File: src/rtl/gpu_warp_barrier_if.sv
// Command / release bus of the warp convergence barrier unit.
//   cmd_*  : BSSY/BSYNC/BBREAK/CLEAR commands from warp decode (valid/ready)
//   rel_*  : release records to the warp scheduler (valid/ready)
// master = decode + scheduler side, slave = barrier unit.
interface gpu_warp_barrier_if #(
   parameter int THREADS      = 32,
   parameter int NUM_BARRIERS = 4,
   parameter int PC_W         = 16
);
   localparam int BW = $clog2(NUM_BARRIERS);

   logic               cmd_valid;
   logic               cmd_ready;
   logic [1:0]         cmd_op;
   logic [BW-1:0]      cmd_bar;
   logic [THREADS-1:0] cmd_mask;
   logic [PC_W-1:0]    cmd_pc;

   logic               rel_valid;
   logic               rel_ready;
   logic [BW-1:0]      rel_bar;
   logic [THREADS-1:0] rel_mask;
   logic [PC_W-1:0]    rel_pc;

   modport master (
      output cmd_valid, cmd_op, cmd_bar, cmd_mask, cmd_pc, rel_ready,
      input  cmd_ready, rel_valid, rel_bar, rel_mask, rel_pc
   );

   modport slave (
      input  cmd_valid, cmd_op, cmd_bar, cmd_mask, cmd_pc, rel_ready,
      output cmd_ready, rel_valid, rel_bar, rel_mask, rel_pc
   );
endinterface

File: src/rtl/gpu_warp_barrier.sv
// Per-warp convergence barrier unit: NUM_BARRIERS barriers, each with a
// participation mask, an arrival mask and a reconvergence PC. Emits one
// release record (barrier, mask, PC) when all participants have arrived.
//   clk, rst    : clock, asynchronous active-high reset
//   bus (slave) : command and release handshakes
//   active_mask : threads not waiting at any ARMED/RELEASING barrier
//   err         : one-cycle pulse after an illegal command
module gpu_warp_barrier #(
   parameter int THREADS      = 32,
   parameter int NUM_BARRIERS = 4,
   parameter int PC_W         = 16
) (
   input  logic               clk,
   input  logic               rst,
   gpu_warp_barrier_if.slave  bus,
   output logic [THREADS-1:0] active_mask,
   output logic               err
);
   localparam int BW = $clog2(NUM_BARRIERS);

   typedef enum logic [1:0] {IDLE, ARMED, RELEASING} bar_state_e;
   typedef enum logic [1:0] {OP_BSSY, OP_BSYNC, OP_BBREAK, OP_CLEAR} op_e;

   bar_state_e         st_q   [NUM_BARRIERS];
   bar_state_e         st_d   [NUM_BARRIERS];
   logic [THREADS-1:0] part_q [NUM_BARRIERS];
   logic [THREADS-1:0] part_d [NUM_BARRIERS];
   logic [THREADS-1:0] arr_q  [NUM_BARRIERS];
   logic [THREADS-1:0] arr_d  [NUM_BARRIERS];
   logic [PC_W-1:0]    pc_q   [NUM_BARRIERS];
   logic [PC_W-1:0]    pc_d   [NUM_BARRIERS];

   logic               rel_valid_q, rel_valid_d;
   logic [BW-1:0]      rel_bar_q, rel_bar_d;
   logic [THREADS-1:0] rel_mask_q, rel_mask_d;
   logic [PC_W-1:0]    rel_pc_q, rel_pc_d;
   logic               err_q, err_d;

   logic               hs, acc, complete;
   logic [BW-1:0]      b;
   logic [THREADS-1:0] part_new, arr_new, waiting;

   assign hs  = rel_valid_q & bus.rel_ready;
   assign acc = bus.cmd_valid & bus.cmd_ready;
   assign b   = bus.cmd_bar;

   // State register
   always_ff @(posedge clk or posedge rst) begin
      if (rst) begin
         st_q        <= '{default: IDLE};
         part_q      <= '{default: '0};
         arr_q       <= '{default: '0};
         pc_q        <= '{default: '0};
         rel_valid_q <= 1'b0;
         rel_bar_q   <= '0;
         rel_mask_q  <= '0;
         rel_pc_q    <= '0;
         err_q       <= 1'b0;
      end else begin
         st_q        <= st_d;
         part_q      <= part_d;
         arr_q       <= arr_d;
         pc_q        <= pc_d;
         rel_valid_q <= rel_valid_d;
         rel_bar_q   <= rel_bar_d;
         rel_mask_q  <= rel_mask_d;
         rel_pc_q    <= rel_pc_d;
         err_q       <= err_d;
      end
   end

   // Next state: the release handshake is applied first, then the command
   // operates on the post-handshake view, so a BSSY may re-arm the barrier
   // released in the same cycle and a completing command reloads the
   // output register without a bubble.
   always_comb begin
      st_d        = st_q;
      part_d      = part_q;
      arr_d       = arr_q;
      pc_d        = pc_q;
      rel_valid_d = rel_valid_q;
      rel_bar_d   = rel_bar_q;
      rel_mask_d  = rel_mask_q;
      rel_pc_d    = rel_pc_q;
      err_d       = 1'b0;
      complete    = 1'b0;
      part_new    = '0;
      arr_new     = '0;

      if (hs) begin
         st_d[rel_bar_q]   = IDLE;
         part_d[rel_bar_q] = '0;
         arr_d[rel_bar_q]  = '0;
         rel_valid_d       = 1'b0;
      end

      if (acc) begin
         case (op_e'(bus.cmd_op))
            OP_BSSY: begin
               if (st_d[b] == IDLE && |bus.cmd_mask) begin
                  st_d[b]   = ARMED;
                  part_d[b] = bus.cmd_mask;
                  arr_d[b]  = '0;
                  pc_d[b]   = bus.cmd_pc;
               end else begin
                  err_d = 1'b1;
               end
            end
            OP_BSYNC: begin
               if (st_d[b] == ARMED) begin
                  // An ARMED barrier always has a nonzero participation mask.
                  arr_new  = arr_d[b] | (bus.cmd_mask & part_d[b]);
                  arr_d[b] = arr_new;
                  err_d    = |(bus.cmd_mask & ~part_d[b]);
                  complete = (arr_new == part_d[b]);
               end else begin
                  err_d = 1'b1;
               end
            end
            OP_BBREAK: begin
               if (st_d[b] == ARMED) begin
                  part_new  = part_d[b] & ~bus.cmd_mask;
                  arr_new   = arr_d[b] & ~bus.cmd_mask;
                  part_d[b] = part_new;
                  arr_d[b]  = arr_new;
                  if (part_new == '0) st_d[b] = IDLE;
                  else                complete = (arr_new == part_new);
               end else begin
                  err_d = 1'b1;
               end
            end
            default: begin
               st_d[b]   = IDLE;
               part_d[b] = '0;
               arr_d[b]  = '0;
            end
         endcase

         if (complete) begin
            st_d[b]     = RELEASING;
            rel_valid_d = 1'b1;
            rel_bar_d   = b;
            rel_mask_d  = part_d[b];
            rel_pc_d    = pc_d[b];
         end
      end
   end

   // Outputs
   always_comb begin
      waiting = '0;
      for (int unsigned i = 0; i < NUM_BARRIERS; i++) begin
         if (st_q[i] != IDLE) waiting = waiting | arr_q[i];
      end
      active_mask   = ~waiting;
      bus.cmd_ready = ~rel_valid_q | bus.rel_ready;
      bus.rel_valid = rel_valid_q;
      bus.rel_bar   = rel_bar_q;
      bus.rel_mask  = rel_mask_q;
      bus.rel_pc    = rel_pc_q;
      err           = err_q;
   end
endmodule

File: src/flat_wrapper.sv
// flat-port wrapper written by rule: the top's interface ports become plain ports
module gpu_warp_barrier_flat 
#(
   parameter int THREADS      = 32,
   parameter int NUM_BARRIERS = 4,
   parameter int PC_W         = 16
)
  (clk, rst, active_mask, err, bus_cmd_valid, bus_cmd_op, bus_cmd_bar, bus_cmd_mask, bus_cmd_pc, bus_rel_ready, bus_cmd_ready, bus_rel_valid, bus_rel_bar, bus_rel_mask, bus_rel_pc);
  gpu_warp_barrier_if #(.THREADS(THREADS), .NUM_BARRIERS(NUM_BARRIERS), .PC_W(PC_W)) bus_i ();
  input  logic clk;
  input  logic rst;
  output logic [THREADS-1:0] active_mask;
  output logic err;
  input wire logic [$bits(bus_i.cmd_valid)-1:0] bus_cmd_valid;
  input wire logic [$bits(bus_i.cmd_op)-1:0] bus_cmd_op;
  input wire logic [$bits(bus_i.cmd_bar)-1:0] bus_cmd_bar;
  input wire logic [$bits(bus_i.cmd_mask)-1:0] bus_cmd_mask;
  input wire logic [$bits(bus_i.cmd_pc)-1:0] bus_cmd_pc;
  input wire logic [$bits(bus_i.rel_ready)-1:0] bus_rel_ready;
  output wire logic [$bits(bus_i.cmd_ready)-1:0] bus_cmd_ready;
  output wire logic [$bits(bus_i.rel_valid)-1:0] bus_rel_valid;
  output wire logic [$bits(bus_i.rel_bar)-1:0] bus_rel_bar;
  output wire logic [$bits(bus_i.rel_mask)-1:0] bus_rel_mask;
  output wire logic [$bits(bus_i.rel_pc)-1:0] bus_rel_pc;
  assign bus_i.cmd_valid = bus_cmd_valid;
  assign bus_i.cmd_op = bus_cmd_op;
  assign bus_i.cmd_bar = bus_cmd_bar;
  assign bus_i.cmd_mask = bus_cmd_mask;
  assign bus_i.cmd_pc = bus_cmd_pc;
  assign bus_i.rel_ready = bus_rel_ready;
  assign bus_cmd_ready = bus_i.cmd_ready;
  assign bus_rel_valid = bus_i.rel_valid;
  assign bus_rel_bar = bus_i.rel_bar;
  assign bus_rel_mask = bus_i.rel_mask;
  assign bus_rel_pc = bus_i.rel_pc;
  gpu_warp_barrier #(.THREADS(THREADS), .NUM_BARRIERS(NUM_BARRIERS), .PC_W(PC_W)) u_core (.clk(clk), .rst(rst), .bus(bus_i), .active_mask(active_mask), .err(err));
endmodule
File: config.mk
export PLATFORM = sky130hd
export DESIGN_NAME = gpu_warp_barrier_flat
export DESIGN_NICKNAME = d
export VERILOG_FILES = /design/src/rtl/gpu_warp_barrier_if.sv /design/src/rtl/gpu_warp_barrier.sv /design/src/flat_wrapper.sv
export SDC_FILE = /design/constraint.sdc
export NUM_CORES = 2
export LEC_CHECK = 0
export BUFFER_PORTS_ARGS = -buffer_cell sky130_fd_sc_hd__buf_2
export CORE_UTILIZATION = 35
export CTS_BUF_LIST = sky130_fd_sc_hd__clkbuf_16
export CTS_CLUSTER_DIAMETER = 50
export CTS_CLUSTER_SIZE = 10
export DETAILED_ROUTE_END_ITERATION = 12
export MAX_ROUTING_LAYER = met4
export SKIP_LAST_GASP = 1
export SLEW_MARGIN = 20
export SYNTH_ARGS = -nofsm -noshare
export SYNTH_HDL_FRONTEND = slang
export SYNTH_SLANG_ARGS = --single-unit
File: constraint.sdc
create_clock -name clk -period 13.12 [get_ports clk]
set_clock_uncertainty 0.2 [all_clocks]
set_input_delay 0.656 -clock clk [delete_from_list [all_inputs] [get_ports clk]]
set_output_delay 0.656 -clock clk [all_outputs]
set_load 0.02 [all_outputs]
==> metrics.md <==
| Metric | Value |
|---|---|
| Commonest non-fill, non-tap cell in the layout | dfrtp_1 |
| R2R Setup Slk | 7.03 ns |
| Final Slew Violations | 0 |
| F_max | 164 MHz |
| VDD IR max | 0.111 mV |
| Clk buf depth | 3 |
| Area of the core | 71,900 sq um |
| Fraction of layout cells with a size suffix above 1 | 17.0% |
| Worst Tran Pin Value | 1.27 ns |
| Post-synth EDFFs | 0 |
| Largest net degree at the start of global routing | 120 |
| Startpoint types | register |
| Setup CP Type | register to register |
| Synth-to-layout area growth | 13.8% |
| Drt initial violations | 4,655 |
| WP data required | 13.42 ns |
| Synth area leader | dfrtp_1 |
| Post-DP HPWL | 82,500 um |
| Die area | 74,100 sq um |
| # DRC | 0 |
| H-tree depth | 2 |
| Netlist Area Pre-Place | 25,600 sq um |
| Routing usage on met2 | 46.5% |
| Final Cycle Share | 46.4% |
| Initial antenna violation count | 4 |
| Syn_nets | 2,966 |
| I/O pin cnt | 141 |
| Worst-Skew Late Latency | 0.64 ns |
| Routed via count | 26,914 |
| Row cnt | 98 |
| Area share of the largest cell type after synthesis | 37.2% |
| Crit. End Element | register |
| RSZ-0062 raised after global routing | no |
| Status | complete, no violations |
| Ys async rst share | 100% |
| Crit-path max FO | 67 |
| Synth cell types | 88 |
| Primary FF master, synth | dfrtp_1 |
| Total GRT Usage | 33.8% |
| CTS tree | yes |
| Post-synthesis cell count | 2,906 |
| Final setup viols | 0 |
| Maxcap violations | 0 |
| Initial core utilization | 35.6% |
| Grt met3 use | 8.90% |
| Post-DR vias/cell | 6.90 |
| Post-CTS sizing | 0 |
| # nets final | 2,962 |
| Gpl congestion | 1.11 |
| Number of synthesized register bits | 380 |
| TNS Setup | 0 ns |
| Grt total ovfl | 0 |
| Worst reg2reg path depth | 13 |
| Die W | 272 um |
| P per Cell Area | 132 nW/um^2 |
| Post-CTS setup buffers | 0 |
| Clk sink count | 380 |
| Minimum clock period | 6.09 ns |
| Slew HR | 15.3% |
| Final ANT Viol Nets | 0 |
| CTS Buf Count | 60 |
| WL final | 125,000 um |
| Fin. Hold Viols | 0 |
| Die height | 272 um |
| Routing usage on met1 | 45.0% |
| Post-layout power | 3850 uW |
| Syn_area_per_cell | 8.80 sq um |
| Yosys warns | 0 |
| Post-synthesis sequential area ratio | 37.2% |
| HP Class | input pin to async pin |
| Vias in the first global route | 25,310 |
| Commonest non-fill, non-tap cells in the layout | dfrtp_1 (380), nand2_1 (345), o21ai_0 (232), nor2_1 (145), a22o_1 (143) |
| Leak Pwr | 0.0118 uW |
| Drt first pass iters | 12 |
| Port bufs | 140 |
| Top post-synthesis cells by area | dfrtp_1 (37%), nand2_1 (5.1%), a22o_1 (4.9%), o21ai_0 (4.5%), mux2_2 (4.1%) |
| Clock transition at the registers of the reported paths | 0.05 ns |
| Most used routing layer | met2 |
| First-pass GRT wire length | 181,000 um |
| Root buffer cell | clkbuf_16 |
| Cts hold-fix bufs | 0 |
| Wirelength per Cell | 32.1 um |
| CP Data Arrival Time | 6.39 ns |
[stage by stage]
step	std cells	worst slack, ns	hold slack [ns]	util (%)	area, sq um
floorplan	2906	1.71	0.249	-	25600
global placement	3790	6.85	0.267	37.6	27000
detailed placement	3790	6.87	0.270	37.6	27000
CTS	3896	7.24	0.0447	40.5	29100
global route	3899	6.59	0.105	40.5	29100
finish	3899	7.03	0.0145	40.5	29100
[cells in the mapped netlist, types with 20 or more instances]
master and number:
o32ai_1 60, a21oi_1 101, mux2_2 92, nand2_1 347
o21ai_0 232, a22o_1 143, a32oi_1 40, nand4_1 20
and2_1 25, nor2_1 151, o22ai_1 45, mux4_2 20
mux2_1 33, nand3_1 131, buf_2 68, o221ai_1 21
nor3_1 26, a31oi_1 40, a221oi_1 65, mux2i_1 49
a22oi_1 103, clkbuf_1 179, buf_4 21, inv_1 111
dfrtp_1 380
[per-layer routing]
metal	share of wire [%]	routed length, um	up-vias
met5	0	0	-
li1	-	-	11097
met1	40	49700	13196
met2	41	51700	2128
met4	6.2	7730	0
met3	13	16000	493
[worst max-delay path: stages, from the launching register on]
cell,delay [ns]
dfrtp_1,0.48
nand4b_1,0.22
buf_4,0.28
buf_4,0.40
a22oi_1,0.81
nand2_1,0.29
nor3_2,0.17
buf_4,0.39
o311ai_1,0.20
a2111oi_0,0.52
nand4_1,0.47
o22ai_4,0.23
buf_4,0.61
mux2_2,0.41
[where the power goes]
group	internal, uW	total (uW)	switching [uW]
logic	265	808	544
clock network	1050	1680	626
registers	1280	1360	80.9
[state kept, by name, summed over array words and instances (netlist names)]
register,count
u_core.arr_q,128
u_core.bus.rel_bar,2
u_core.bus.rel_mask,32
u_core.bus.rel_pc,16
u_core.bus.rel_valid,1
u_core.err,1
u_core.part_q,128
u_core.pc_q,64
u_core.st_q,8
[worst paths after layout]
| kind | from | endpoint |
|---|---|---|
| worst max-delay path | u_core.bus.rel_bar[1]$_DFFE_PP0P_ | u_core.bus.rel_mask[12]$_DFFE_PP0P_ |
| worst min-delay path | rst | u_core.bus.rel_mask[7]$_DFFE_PP0P_ |
| worst max register to register | u_core.bus.rel_bar[1]$_DFFE_PP0P_ | u_core.bus.rel_mask[12]$_DFFE_PP0P_ |
| worst min register to register | u_core.bus.rel_mask[7]$_DFFE_PP0P_ | u_core.bus.rel_mask[7]$_DFFE_PP0P_ |
| max in group asynchronous | rst | u_core.arr_q[58]$_DFF_PP0_ |
| min in group clk | bus_cmd_valid | u_core.bus.rel_valid$_DFF_PP0_ |
[logic make-up after synthesis]
| group | synth area share (%) |
|---|---|
| mux | 9.29 |
| fa+ha+maj | 0.196 |
| compound gates | 31.4 |
| flops | 37.2 |
| xor+xnor | 1.10 |
| buf+inv | 6.63 |
| simple gates | 14.2 |
[layout make-up]
type	instances	area, sq um
diodes	3	7.51
well taps	950	1190
inverters	115	442
multi-input cells	2124	14500
clock inverters	44	515
flip-flops and latches	380	9510
clock buffers	62	1550
repair buffers	221	1330
fillers	7286	42800
Note: power is estimated with default switching activity, not from simulation.
